### config.mk
export PLATFORM = sky130hd
export DESIGN_NAME = mod_counter
export DESIGN_NICKNAME = d
export VERILOG_FILES = /design/src/rtl/mod_counter.sv
export SDC_FILE = /design/constraint.sdc
export NUM_CORES = 1
export LEC_CHECK = 0
export BUFFER_PORTS_ARGS = -buffer_cell sky130_fd_sc_hd__buf_2
export CAP_MARGIN = 10
export CORE_ASPECT_RATIO = 1.1
export CORE_MARGIN = 2
export CORE_UTILIZATION = 31
export CTS_CLUSTER_DIAMETER = 150
export DETAILED_ROUTE_END_ITERATION = 7
export GPL_TIMING_DRIVEN = 0
export PLACE_DENSITY = 0.6
export SYNTH_ARGS = -nofsm -noshare
export SYNTH_HDL_FRONTEND = slang
export SYNTH_SLANG_ARGS = --single-unit
### constraint.sdc
create_clock -name clk -period 2.7 [get_ports clk]
set_input_delay 0.135 -clock clk [delete_from_list [all_inputs] [get_ports clk]]
set_output_delay 0.135 -clock clk [all_outputs]
set_load 0.02 [all_outputs]
### src/rtl/mod_counter.sv
// mod_counter: parametrised up/down modulus counter with prescaler,
// synchronous load (clamped to the count range), wrap or saturate mode,
// a one-cycle boundary pulse, a sticky boundary flag and min/max flags.
module mod_counter #(
    parameter int WIDTH    = 8,
    parameter int MODULUS  = 256,
    parameter int PRESCALE = 1,
    parameter int SATURATE = 0
) (
    input  logic             clk,
    input  logic             rst,
    input  logic             en,
    input  logic             up,
    input  logic             load,
    input  logic [WIDTH-1:0] load_val,
    input  logic             clr_ovf,
    output logic [WIDTH-1:0] out,
    output logic             wrap,
    output logic             ovf,
    output logic             at_max,
    output logic             at_min
);

    // Prescaler needs at least one bit even when every enabled cycle is a step.
    localparam int               PW       = (PRESCALE > 1) ? $clog2(PRESCALE) : 1;
    localparam logic [WIDTH-1:0] MAX_VAL  = WIDTH'(MODULUS - 1);
    localparam logic [PW-1:0]    PRE_LAST = PW'(PRESCALE - 1);

    logic [WIDTH-1:0] out_q, out_d;
    logic [PW-1:0]    pre_q, pre_d;
    logic             wrap_q, wrap_d;
    logic             ovf_q, ovf_d;
    logic             step;

    // Loaded values above the top of the range are pinned to the top.
    function automatic logic [WIDTH-1:0] clamp_load(input logic [WIDTH-1:0] v);
        return (v > MAX_VAL) ? MAX_VAL : v;
    endfunction

    // Next-state: load beats step beats hold; a boundary step sets ovf
    // even when clr_ovf is asserted on the same edge.
    always_comb begin
        out_d  = out_q;
        pre_d  = pre_q;
        wrap_d = 1'b0;
        ovf_d  = ovf_q;
        step   = 1'b0;
        if (load) begin
            out_d = clamp_load(load_val);
            pre_d = '0;
        end else begin
            if (clr_ovf) begin
                ovf_d = 1'b0;
            end
            if (en) begin
                if (pre_q == PRE_LAST) begin
                    pre_d = '0;
                    step  = 1'b1;
                end else begin
                    pre_d = pre_q + 1'b1;
                end
            end
            if (step) begin
                if (up) begin
                    if (out_q == MAX_VAL) begin
                        wrap_d = 1'b1;
                        ovf_d  = 1'b1;
                        if (SATURATE == 0) begin
                            out_d = '0;
                        end
                    end else begin
                        out_d = out_q + 1'b1;
                    end
                end else begin
                    if (out_q == '0) begin
                        wrap_d = 1'b1;
                        ovf_d  = 1'b1;
                        if (SATURATE == 0) begin
                            out_d = MAX_VAL;
                        end
                    end else begin
                        out_d = out_q - 1'b1;
                    end
                end
            end
        end
    end

    // State registers; reset overrides any pending load or step.
    always_ff @(posedge clk) begin
        if (rst) begin
            out_q  <= '0;
            pre_q  <= '0;
            wrap_q <= 1'b0;
            ovf_q  <= 1'b0;
        end else begin
            out_q  <= out_d;
            pre_q  <= pre_d;
            wrap_q <= wrap_d;
            ovf_q  <= ovf_d;
        end
    end

    assign out    = out_q;
    assign wrap   = wrap_q;
    assign ovf    = ovf_q;
    assign at_max = (out_q == MAX_VAL);
    assign at_min = (out_q == '0);

endmodule

==> impl_metrics.py <==
metrics = {
    "status": {
        "status": "finished clean",
    },
    "critical_path": {
        "cp.required_ps": 2570,
        "reg2reg_depth": 5,
        "startpoint_type": "flop",
        "reg2reg_to": "out[5]",
        "end_kind": "primary output",
        "r2r_setup_slack_ps": 790,
        "worstPathMaxFanout": 10,
        "arrival_ps": 1940,
        "startpoint": "out[0]",
        "r2r-start": "out[0]",
        "worstSetupPathType": "flop to primary output",
    },
    "yosys": {
        "avgSynthCellArea_um2": 7.331,
        "yosysWarnings": 0,
        "ys_async_sr_fraction_pct": 0,
        "ys_seq_area_share_pct": 21.33,
        "synth_cells": 128,
        "yosys.area_share.xor_xnor_pct": 4.667,
        "synthAdderAreaFrac_pct": 4.000,
        "synth.mux.area_fraction_pct": 2.133,
        "synth_area_um2": 938.4,
        "synth_edf_count": 0,
        "synth_nets": 145,
        "yosys.area_share.simple_pct": 25.87,
        "synth_top_family_by_area": "compound AO/OA/AOI/OAI gates",
        "synth_compound_area_share_pct": 30.40,
        "synth_cell_types": 41,
        "synth_ff_type": "dfxtp_1",
        "ys_ff_latch": 10,
    },
    "timing": {
        "worstMarginPinSlew_ps": 513.0,
        "finalSetupViolations": 0,
        "hold_violations": 0,
        "fin_worst_skew_ps": 8.362,
        "grt_setup_unrepaired": "no",
        "fmax_mhz": 482.5,
        "min_period_over_period_pct": 76.77,
        "finalCriticalPeriod_ps": 2073,
        "finalMaxSlewViolations": 0,
        "setup_tns_ps": 0,
        "slew_headroom_pct": 65.80,
    },
    "power_and_ir_drop": {
        "internal_power_w": 0.0003214,
        "p_clk_share_pct": 28.0,
        "leakage_nw": 0.4821,
        "ir_drop_mv": 0.2087,
        "seq_power_share_pct": 34.0,
        "power.total_w": 0.0005124,
        "pwr_density_cell_nw_per_um2": 455.0,
        "power_switching_w": 0.0001910,
        "p_sw_share_pct": 37.28,
        "p_comb_share_pct": 38.0,
    },
    "global_routing": {
        "track_usage_pct": 15.53,
        "grt_pass1_wl_um": 4229,
        "grt_overflow_total": 0,
        "grt_start_max_net_pins": 11,
        "antenna_found_initial": 0,
        "grt_pass1_vias": 964,
    },
    "final_layout": {
        "synthToLayoutAreaGrowth_pct": 20.00,
        "layout_common_cells": "25 x buf_2, 12 x inv_1, 10 x a21oi_1, 10 x dfxtp_1, 9 x o21ai_0",
        "drive_above_1_share_pct": 24.03,
        "mostFrequentLayoutCell": "buf_2",
        "nNetsFinal": 172,
        "fin_util_pct": 39.82,
        "diodes": 0,
    },
    "place": {
        "hpwlAfterDp_um": 1897,
        "gp_congestion": 0.8220,
        "port_buffers": 22,
    },
    "clock_network": {
        "clock-sinks": 10,
        "cts.clk_slew.worst_paths_ps": 70,
        "h-tree-depth": 1,
        "ctsResizeCount": 0,
        "postCtsSetupBuffers": 0,
        "clock_path_buffers": 2,
        "cts_tree": "yes",
        "cts_buffers": 3,
        "clk_latency_ps": 280,
        "ctsHoldBuffers": 0,
        "cts_root_buf": "clkbuf_4",
    },
    "route": {
        "drc_errors": 0,
        "dr_total_vias": 1031,
        "routed_wl_um": 2572,
        "vias_per_cell": 5.513,
        "ant_nets": 0,
        "routedWlPerCell_um": 13.75,
        "drtIter0Drc": 17,
        "dr.pass1.iters": 4,
    },
    "worst_hold_path": {
        "holdCritStartpoint": "load_val[0]",
        "hold-path-endpoint": "out[0]",
        "hp-class": "input port to flop",
        "hold_path_depth": 3,
    },
    "flow_run": {
        "cap_violations": 0,
    },
    "die": {
        "start_util_pct": 33.19,
        "core_area_um2": 2828,
        "num_rows": 20,
        "die-area_um2": 3484,
        "dieWidth_um": 56.46,
        "ioPinCount": 26,
        "die_y_um": 61.71,
    },
}
[sequential cells by signal, indices dropped and copies added (netlist names)]
name,flops
ovf,1
wrap,1
out,8
[final cells by class]
class / instances / area [um^2]
inverter: 13 / 48.80
clock buffer: 4 / 36.28
buffer: 11 / 60.06
multi-input combinational: 94 / 629.4
sequential: 10 / 200.2
timing repair buffer: 22 / 110.1
fill: 314 / 1702
tap: 33 / 41.29
[synth_stat cells, types with 2 or more instances]
| cell | count | area share (%) |
|---|---|---|
| nand3_1 | 3 | 1.6 |
| o21ai_0 | 9 | 4.8 |
| nand2_1 | 6 | 2.4 |
| buf_6 | 2 | 2.4 |
| inv_1 | 12 | 4.8 |
| a21oi_1 | 10 | 5.3 |
| mux2i_1 | 2 | 2.1 |
| ha_1 | 3 | 4.0 |
| dfxtp_1 | 10 | 21 |
| nor3_4 | 2 | 3.5 |
| nand2b_1 | 2 | 1.3 |
| nor3_1 | 7 | 3.7 |
| a211oi_1 | 2 | 1.6 |
| xnor2_1 | 2 | 1.9 |
| clkbuf_1 | 5 | 2.0 |
| buf_2 | 3 | 1.6 |
| xor2_1 | 3 | 2.8 |
| nor4_1 | 2 | 1.3 |
| or3_1 | 3 | 2.0 |
| a31oi_1 | 6 | 4.0 |
| o31ai_1 | 4 | 3.2 |
| nor2b_1 | 4 | 2.7 |
| o31a_1 | 2 | 1.9 |
| nor2_1 | 7 | 2.8 |
[routing by layer]
layer | track usage [%] | vias to the layer above | part of all wire (%)
met3 | 2.692 | 4 | 4.0
met4 | 6.803 | 0 | 1.0
met1 | 19.70 | 493 | 47
met5 | 0 | - | 0
met2 | 26.41 | 19 | 48
li1 | - | 515 | -
[power groups by stage]
stage,clock [W],sequential [W],combinational (W)
3_3_place_gp,0,0.000177,0.000190
6_report,0.000144,0.000174,0.000194
4_1_cts,0.000146,0.000174,0.000195
5_1_grt,0.000152,0.000176,0.000215
3_5_place_dp,0,0.000177,0.000194
2_1_floorplan,0,0.000188,0.000134
[critical path, cell delays in order, from the launching register on]
cell     delay, ps
dfxtp_1        570
ha_1           280
nand3_1        190
nor3_1         380
buf_2          240
[per-stage QoR]
stage / setup WS (ps) / hold slack (ps) / instances / cell area [um^2]
floorplan: 638.1 / 290.3 / 128 / 938.4
global placement: 867.4 / 405.3 / 183 / 1090
detailed placement: 844.7 / 407.5 / 183 / 1090
CTS: 663.6 / 117.1 / 187 / 1126
global route: 488.1 / 139.9 / 187 / 1126
finish: 627.3 / 119.6 / 187 / 1126
[cells by family (layout without fill, tap and decap cells)]
| family | after synthesis | count (layout) |
|---|---|---|
| compound gates | 43 | 43 |
| xor+xnor | 5 | 5 |
| fa+ha+maj | 3 | 3 |
| buf+inv | 24 | 50 |
| flops | 10 | 10 |
| mux | 2 | 2 |
| simple gates | 41 | 41 |
[worst max path at each step]
stage	endpoint	slack (ps)
after detailed placement	out[5]	840
after global routing	at_max	490
after floorplan	out[5]	640
after global placement	out[5]	870
final	at_max	630
after CTS	at_max	660
(Power assumes the default switching activity.)
